### config.mk
export PLATFORM = sky130hd
export DESIGN_NAME = au_filter_sched
export DESIGN_NICKNAME = d
export VERILOG_FILES = /design/src/rtl/au_filter_sched.sv
export SDC_FILE = /design/constraint.sdc
export NUM_CORES = 1
export LEC_CHECK = 0
export CAP_MARGIN = 0
export CORE_MARGIN = 1.5
export CORE_UTILIZATION = 40
export CTS_BUF_LIST = sky130_fd_sc_hd__clkbuf_16
export CTS_CLUSTER_SIZE = 16
export DETAILED_ROUTE_END_ITERATION = 8
export GPL_TIMING_DRIVEN = 1
export PLACE_DENSITY = 0.87
export SLEW_MARGIN = 5
export SYNTH_ARGS = -nofsm -noshare
export SYNTH_HDL_FRONTEND = slang
export SYNTH_SLANG_ARGS = --single-unit
export TNS_END_PERCENT = 100
### constraint.sdc
create_clock -name clk_i -period 4.2 [get_ports clk_i]
set_clock_uncertainty 0.1 [all_clocks]
set_input_delay 0.42 -clock clk_i [delete_from_list [all_inputs] [get_ports clk_i]]
set_output_delay 0.42 -clock clk_i [all_outputs]
set_load 0.02 [all_outputs]
### src/rtl/au_filter_sched.sv
// Round-robin scheduler that chains PCM samples through a shared biquad MAC datapath.
// Optional watchdog on datapath completion: define AU_SCHED_WATCHDOG_EN.
module au_filter_sched #(
  parameter int NumChannels = 2,
  parameter int NumStages   = 4,
  parameter int SampleWidth = 16
`ifdef AU_SCHED_WATCHDOG_EN
  , parameter int WdogCycles = 255
`endif
  , localparam int ChanW  = (NumChannels > 1) ? $clog2(NumChannels) : 1
  , localparam int StageW = (NumStages > 1) ? $clog2(NumStages) : 1
  , localparam int CntW   = $clog2(NumStages + 1)
) (
  input  logic                             clk_i,
  input  logic                             rst_i,
  input  logic                             enable_i,
  input  logic [CntW-1:0]                  stage_count_i,
  input  logic [NumChannels-1:0]           smp_valid_i,
  input  logic [NumChannels*SampleWidth-1:0] smp_data_i,
  output logic [NumChannels-1:0]           smp_ready_o,
  output logic                             dp_start_o,
  output logic [ChanW-1:0]                 dp_chan_o,
  output logic [StageW-1:0]                dp_stage_o,
  output logic [SampleWidth-1:0]           dp_data_o,
  input  logic                             dp_done_i,
  input  logic [SampleWidth-1:0]           dp_data_i,
  output logic                             res_valid_o,
  input  logic                             res_ready_i,
  output logic [SampleWidth-1:0]           res_data_o,
  output logic [ChanW-1:0]                 res_chan_o,
  output logic                             busy_o,
  output logic                             error_o,
  output logic [1:0]                       dbg_state_o
);

  typedef enum logic [1:0] {
    IDLE  = 2'd0,
    ISSUE = 2'd1,
    WAIT  = 2'd2,
    OUT   = 2'd3
  } state_t;

  state_t                 state_q, state_d;
  logic [ChanW-1:0]       rr_q, chan_q, gnt_chan, scan_idx;
  logic [StageW-1:0]      stage_q;
  logic [CntW-1:0]        limit_q, limit_in;
  logic [SampleWidth-1:0] work_q, gnt_data;
  logic                   busy_q, gnt_found, grant, last_stage, timeout;

  // Handshakes: a transfer happens on a cycle where valid and ready are both high.
  // smp_ready_o is raised only in IDLE and may depend combinationally on smp_valid_i;
  // res_valid_o, once raised, holds with stable data until res_ready_i is seen.

  // Round-robin scan starts one past the last granted channel.
  always_comb begin
    gnt_found = 1'b0;
    gnt_chan  = '0;
    scan_idx  = '0;
    for (int i = 1; i <= NumChannels; i++) begin
      scan_idx = ChanW'((int'(rr_q) + i) % NumChannels);
      if (!gnt_found && |(smp_valid_i & (NumChannels'(1) << scan_idx))) begin
        gnt_found = 1'b1;
        gnt_chan  = scan_idx;
      end
    end
  end

  always_comb begin
    gnt_data = '0;
    for (int c = 0; c < NumChannels; c++) begin
      if (gnt_chan == ChanW'(c)) gnt_data = smp_data_i[c*SampleWidth +: SampleWidth];
    end
  end

  assign grant      = (state_q == IDLE) && enable_i && gnt_found && !rst_i;
  assign limit_in   = (stage_count_i > CntW'(NumStages)) ? CntW'(NumStages) : stage_count_i;
  assign last_stage = (CntW'(stage_q) == (limit_q - CntW'(1)));

  always_comb begin
    smp_ready_o = '0;
    for (int c = 0; c < NumChannels; c++) begin
      smp_ready_o[c] = grant && (gnt_chan == ChanW'(c));
    end
  end

  always_comb begin
    state_d = state_q;
    case (state_q)
      IDLE:    if (grant) state_d = (limit_in == '0) ? OUT : ISSUE;
      ISSUE:   state_d = WAIT;
      WAIT: begin
        if (dp_done_i)    state_d = last_stage ? OUT : ISSUE;
        else if (timeout) state_d = IDLE;
      end
      OUT:     if (res_ready_i) state_d = IDLE;
      default: state_d = IDLE;
    endcase
  end

  always_ff @(posedge clk_i or posedge rst_i) begin
    if (rst_i) begin
      state_q <= IDLE;
      busy_q  <= 1'b0;
      rr_q    <= ChanW'(NumChannels - 1);
      chan_q  <= '0;
      stage_q <= '0;
      limit_q <= '0;
      work_q  <= '0;
    end else begin
      state_q <= state_d;
      busy_q  <= (state_d != IDLE);
      if (grant) begin
        work_q  <= gnt_data;
        chan_q  <= gnt_chan;
        rr_q    <= gnt_chan;
        limit_q <= limit_in;
        stage_q <= '0;
      end else if (state_q == WAIT && dp_done_i) begin
        work_q <= dp_data_i;
        if (!last_stage) stage_q <= stage_q + StageW'(1);
      end
    end
  end

`ifdef AU_SCHED_WATCHDOG_EN
  localparam int WdogW = $clog2(WdogCycles + 1);

  logic [WdogW-1:0] wdog_q;
  logic             err_q;

  // Done in the final allowed cycle still wins over the timeout.
  assign timeout = (state_q == WAIT) && !dp_done_i && (wdog_q == WdogW'(WdogCycles - 1));

  always_ff @(posedge clk_i or posedge rst_i) begin
    if (rst_i) begin
      wdog_q <= '0;
      err_q  <= 1'b0;
    end else begin
      if (state_d == WAIT && state_q != WAIT) wdog_q <= '0;
      else if (state_q == WAIT)               wdog_q <= wdog_q + WdogW'(1);
      if (timeout) err_q <= 1'b1;
    end
  end

  assign error_o = err_q;
`else
  assign timeout = 1'b0;
  assign error_o = 1'b0;
`endif

  assign dp_start_o  = (state_q == ISSUE);
  assign dp_chan_o   = chan_q;
  assign dp_stage_o  = stage_q;
  assign dp_data_o   = work_q;
  assign res_valid_o = (state_q == OUT);
  assign res_data_o  = work_q;
  assign res_chan_o  = chan_q;
  assign busy_o      = busy_q;
  assign dbg_state_o = state_q;

endmodule

==> impl_results.md, run 1 <==
- Flip-flop and latch count after synthesis: 26
- Die Area: 4422 µm²
- CTS sink count: 26
- Slowest stage delay, CP: 0.63 ns
- Final max-slew violation count: 0
- Maximum vdd ir drop: 0.3142 mV
- CP Capture Type: primary output
- Crit path cell chain: clkdlybuf4s50_1, a21boi_2, buf_4, and3_1, clkdlybuf4s50_1
- Tcrit/Tclk final: 66.62%
- Worst path most repeated cell: clkdlybuf4s50_1
- Initial DRC count: 39
- Clk root buf: clkbuf_16
- Hold path cells: 1
- Setup-failing EPs final: 0
- DRC Markers: 0
- Hold EP: dp_stage_o[1]$_DFFE_PP0P_
- Netlist Area Pre-Place: 1613 µm²
- Share of cells above drive strength 1: 4.979%
- Initial antenna violation count: 0
- Worst Path Max Fanout: 18
- Clk pin slew, worst setup/hold paths: 0.06 ns
- Yosys cell types: 37
- Final-layout fill cell count: 316
- Fin crit period: 2.798 ns
- FF-to-FF setup slack: 2.23 ns
- RR Startpoint: dbg_state_o[1]$_DFF_PP0_
- First-pass GRT wire length: 6465 µm
- Vias: 1465
- Max-slew headroom: 34.62%
- Largest net degree at the start of global routing: 27
- CTS Buf Count: 3
- First drt pass iteration count: 6
- RSZ-0062 raised after global routing: no
- Total track usage: 18.96%
- Die height: 66.50 µm
- FMAX: 357.4 MHz
- DP HPWL: 3190 µm
- Via density: 5.069
- Met2 wire length: 2157 µm
- CTS tree: built
- Area Growth Syn to Fin: 59.19%
- CP Data Arrival Time: 2.28 ns
- Fin. Hold Viols: 0
- Worst-Skew Late Latency: 0.26 ns
- Cts hold-fix bufs: 0
- CP max-delay cell: clkdlybuf4s50_1
- Post-synthesis cell count: 162
- Top_reg_cell synth: dfrtp_1
- Leak pwr: 1.151 nW
- WL met3: 293 µm
- Reg2reg end: limit_q[2]$_DFFE_PP0N_
- FF-to-FF path depth: 3
- Worst setup SP type: input port
- Worst setup path class: input port to primary output
- Max_cap viols: 0
- Die X: 66.50 µm
- Number of synthesized flops with an enable pin: 0
- Hold wc startpoint: dp_stage_o[1]$_DFFE_PP0P_
- Max Used Layer: met4
- Sequential-to-total area share from yosys stat: 40.42%
- I/O Pins: 102
- Vias in the first global route: 1446
- Core area: 3771 µm²
- GRT Residual Overflow: 0
- WL met1: 1630 µm
- Antenna viol nets, final: 0
- Maximum clock path buffer count: 2
- I/O Buffers: 100
- Post-CTS Setup Inserts: 0
- Final Net Count: 301
- Syn_nets: 221
- Ant diodes: 0
- H-tree depth: 1
- Final WL: 4091 µm
- Fin Setup TNS: 0 ns
- Overall power: 0.001723 W
- Rows: 22
- GPL Wtd Cong: 0.7863
- Status: completed
- Ys Warns: 0
- Worst hold slack: 0.4220 ns
- Post-synth ARST share: 100.0%
- Class of the worst hold path: flip-flop to flip-flop
- Initial core utilization: 42.77%
- Post-CTS Resized: 0
- Tightest Pin Transition: 0.9796 ns
- Power per cell area: 671.0 nW/µm²
- WP data required: 3.68 ns
- Drt wl/cell: 14.16 µm
- Syn_area_per_cell: 9.956 µm²
==> placed cells by master, fill, tap and decap left out <==
| cell type | count |
|---|---|
| clkdlybuf4s50_1 | 100 |
| dfrtp_1 | 25 |
| inv_1 | 21 |
| nor2_1 | 18 |
| mux2i_1 | 18 |
| a221oi_1 | 16 |
| o21ai_0 | 6 |
| nand2_1 | 3 |
| clkbuf_16 | 3 |
| xnor2_1 | 2 |
| nor2b_1 | 2 |
| a21o_1 | 2 |
| nand4b_1 | 2 |
| or4b_4 | 1 |
| xor2_1 | 1 |
| and3b_1 | 1 |
| o31ai_1 | 1 |
| nor2_8 | 1 |
| a21boi_2 | 1 |
| nor4b_4 | 1 |
| or2_2 | 1 |
| a21oi_2 | 1 |
| nand3b_1 | 1 |
| mux2_4 | 1 |
| o311ai_0 | 1 |
| or3_1 | 1 |
| nand3_1 | 1 |
| or2b_1 | 1 |
| or4_1 | 1 |
| o211ai_1 | 1 |
| and3_1 | 1 |
| o21ai_1 | 1 |
| ha_1 | 1 |
| conb_1 | 1 |
| buf_4 | 1 |
| dfstp_2 | 1 |
==> per-layer routing <==
metal | GRT usage, % | up-vias
met5 | 0 | -
met4 | 3.571 | 0
met3 | 5.574 | 2
met2 | 35.00 | 57
met1 | 21.60 | 704
li1 | - | 702
==> state kept, by name, summed over array words and instances, names as in the netlist <==
name and cells:
limit_q 3, dp_data_o 16, dbg_state_o 2, dp_stage_o 2, busy_o 1, dp_chan_o 1, rr_q 1
==> worst max-delay path: cells and delay by family <==
kind	cells	cell delay, ns
buffers and inverters	3	1.43
AND/OR/NAND/NOR	1	0.28
AO/OA/AOI/OAI	1	0.15
==> cells in the mapped netlist, types with 2 or more instances <==
| master | instances | area [µm²] |
|---|---|---|
| o21ai_0 | 6 | 30.03 |
| buf_4 | 20 | 150.1 |
| xnor2_1 | 2 | 17.52 |
| buf_6 | 3 | 33.78 |
| nor2b_1 | 2 | 12.51 |
| dfrtp_1 | 25 | 625.6 |
| clkbuf_1 | 2 | 7.510 |
| mux2i_1 | 18 | 180.2 |
| a221oi_1 | 16 | 140.1 |
| nand4b_1 | 2 | 17.52 |
| a21o_1 | 2 | 15.01 |
| inv_1 | 20 | 75.07 |
| nand2_1 | 3 | 11.26 |
| nor2_1 | 18 | 67.56 |
==> cell type report <==
| type | count | area, µm² | share of cell area, % |
|---|---|---|---|
| clock buffers | 3 | 75.07 | 2.924 |
| clock inverters | 1 | 3.754 | 0.1462 |
| inverters | 20 | 75.07 | 2.924 |
| multi-input cells | 90 | 693.2 | 27.00 |
| flip-flops and latches | 26 | 651.9 | 25.39 |
| well taps | 48 | 60.06 | 2.339 |
| repair buffers | 101 | 1008 | 39.28 |
==> through the flow <==
| step | worst slack [ns] | utilization, % | instance area, µm² | instances |
|---|---|---|---|---|
| floorplan | 2.254 | - | 1613 | 162 |
| global placement | 1.428 | 65.99 | 2489 | 285 |
| detailed placement | 1.405 | 65.99 | 2489 | 285 |
| CTS | 1.396 | 68.08 | 2567 | 289 |
| global route | 1.279 | 68.08 | 2567 | 289 |
| finish | 1.402 | 68.08 | 2567 | 289 |
==> worst max-delay path by stage <==
stage	cells past startpoint	to	startpoint
floorplan	4	smp_ready_o[0]	dbg_state_o[1]$_DFF_PP0_
global placement	5	smp_ready_o[0]	rst_i
detailed placement	5	smp_ready_o[0]	rst_i
CTS	5	smp_ready_o[0]	rst_i
global route	5	smp_ready_o[0]	rst_i
finish	5	smp_ready_o[1]	smp_valid_i[1]
==> power by group <==
group	total [W]	internal [W]	switching, W
Sequential	0.000486	0.000375	0.000111
Combinational	0.00103	0.000522	0.000505
Clock	0.000209	0.000127	0.0000822
==> logic make-up after synthesis <==
family | share of synthesized area, %
AOI/OAI and AO/OA | 14.27
xor gates and xnor gates | 1.629
adders and majority gates | 0.7757
buffers and inverters | 16.83
DFF | 40.42
muxes | 12.10
other | 0.2325
and+or+nand+nor | 13.73
Note: power is estimated with default switching activity, not from simulation.
==> inputs of run 2 (changes only) <==
--- a/config.mk
+++ b/config.mk
@@ -7,12 +7,12 @@
 export LEC_CHECK = 0
 export CAP_MARGIN = 0
 export CORE_MARGIN = 1.5
-export CORE_UTILIZATION = 40
+export CORE_UTILIZATION = 37
 export CTS_BUF_LIST = sky130_fd_sc_hd__clkbuf_16
 export CTS_CLUSTER_SIZE = 16
 export DETAILED_ROUTE_END_ITERATION = 8
 export GPL_TIMING_DRIVEN = 1
-export PLACE_DENSITY = 0.87
+export PLACE_DENSITY = 0.81
 export SLEW_MARGIN = 5
 export SYNTH_ARGS = -nofsm -noshare
 export SYNTH_HDL_FRONTEND = slang
==> constraint.sdc (replaced) <==
create_clock -name clk_i -period 2.6 [get_ports clk_i]
set_clock_uncertainty 0.1 [all_clocks]
set_input_delay 0.26 -clock clk_i [delete_from_list [all_inputs] [get_ports clk_i]]
set_output_delay 0.26 -clock clk_i [all_outputs]
set_load 0.02 [all_outputs]
==> impl_results.md, run 2 (same netlist as run 1, synthesis figures left out) <==
- Status: completed
- Most common cell after layout, fill and taps aside: clkdlybuf4s50_1
- Die height: 69.02 µm
- Drt wl/cell: 14.49 µm
- Met2 usage: 34.72%
- Initial antenna violation count: 0
- RR Startpoint: dbg_state_o[0]$_DFF_PP0_
- Clk pin slew, worst setup/hold paths: 0.07 ns
- CP Capture Type: primary output
- CP max-delay cell: clkdlybuf4s50_1
- Largest net degree at the start of global routing: 27
- Final WL: 4303 µm
- Power per cell area: 1111 nW/µm²
- WP data required: 2.24 ns
- Worst Path Max Fanout: 11
- Class of the worst hold path: input port to async pin
- Share of cells above drive strength 1: 7.692%
- CTS Buf Count: 3
- Antenna viol nets, final: 0
- GRT Residual Overflow: 0
- Crit path depth: 3
- Ant diodes: 0
- I/O Pins: 102
- First drt pass iteration count: 4
- Tightest Pin Transition: 0.6675 ns
- Cts hold-fix bufs: 0
- Fin util: 64.64%
- Worst setup SP type: flip-flop
- FF-to-FF path depth: 5
- Initial DRC count: 48
- CP Buf/Inv Count: 1
- CP top delay family: simple AND/OR/NAND/NOR gates
- Core area: 4086 µm²
- Clk root buf: clkbuf_16
- CTS sink count: 26
- Tcrit/Tclk final: 93.99%
- Worst setup path class: flip-flop to primary output
- Setup-failing EPs final: 0
- Max-slew headroom: 55.37%
- Die Area: 4764 µm²
- Routing usage on met1: 22.49%
- Maximum vdd ir drop: 0.5538 mV
- Number of flip-flops in the largest register: 16
- DP HPWL: 3462 µm
- Fin. Hold Viols: 0
- Total track usage: 18.62%
- Via density: 4.980
- Post-CTS Setup Inserts: 0
- H-tree depth: 1
- Final Net Count: 307
- GPL Wtd Cong: 0.7891
- Crit path cell chain: nor4b_4, and3_1, clkdlybuf4s50_1
- First-pass GRT wire length: 7376 µm
- Final max-slew violation count: 0
- FMAX: 409.2 MHz
- Vias in the first global route: 1538
- Rows: 23
- DRC Markers: 0
- Initial core utilization: 39.47%
- Area Growth Syn to Fin: 63.77%
- GRT busiest layer: met2
- Maximum clock path buffer count: 2
- Setup crit start: dbg_state_o[1]$_DFF_PP0_
- Worst-Skew Late Latency: 0.26 ns
- CTS tree: built
- RSZ-0062 raised after global routing: no
- Slowest stage delay, CP: 0.62 ns
- Fin crit period: 2.444 ns
- Max_cap viols: 0
- I/O Buffers: 100
- Most frequent cells in the layout: clkdlybuf4s50_1 (100), dfrtp_1 (25), inv_1 (20), nor2_1 (18), mux2i_1 (18)
- Vias: 1479
- Leak pwr: 1.188 nW
- Worst hold slack: 0.3904 ns
- Met3 usage: 4.094%
- CP Data Arrival Time: 2.08 ns
- Post-CTS Resized: 0
- Fin Setup TNS: 0 ns
- Die X: 69.02 µm
[run 2: metal layers]
layer	vias up	wire, µm
met2	57	2209
met1	710	1821
met5	-	0
met3	2	257
met4	0	14
li1	710	-
[run 2: worst paths after layout]
check	end	slack [ns]
min in group clk_i	dp_chan_o$_DFFE_PP0N_	0.42
max in group asynchronous	rr_q$_DFFE_PP1N_	1.71
hold / removal	dbg_state_o[0]$_DFF_PP0_	0.39
setup reg to reg	dp_data_o[0]$_DFFE_PP0P_	0.69
setup / recovery	smp_ready_o[1]	0.16
hold reg to reg	dp_chan_o$_DFFE_PP0N_	0.42
[run 2: layout make-up]
type | count | area, µm²
fillers | 353 | 1445
well taps | 50 | 62.56
multi-input cells | 90 | 693.2
inverters | 20 | 75.07
clock inverters | 1 | 30.03
clock buffers | 3 | 75.07
flip-flops and latches | 26 | 651.9
repair buffers | 107 | 1054
[run 2: tightest hold or removal path: cells and delay by family]
family / cells / cell delay, ns
buffers and inverters: 3 / 0.89
[run 2: power by group]
group	internal (W)	total (W)	switching, W	leakage (nW)
logic	0.000870	0.00171	0.000845	0.842
clock network	0.000306	0.000449	0.000143	0.0511
registers	0.000606	0.000770	0.000164	0.296
[run 2: stage by stage]
step | std cells | setup slack [ns] | total power [W] | cell area, µm²
global placement | 293 | 0.2205 | 0.002472 | 2536
detailed placement | 293 | 0.1775 | 0.002511 | 2536
global route | 297 | 0.02488 | 0.003112 | 2641
CTS | 297 | 0.1575 | 0.002967 | 2641
floorplan | 162 | 0.7257 | 0.001868 | 1613
finish | 297 | 0.1562 | 0.002934 | 2641
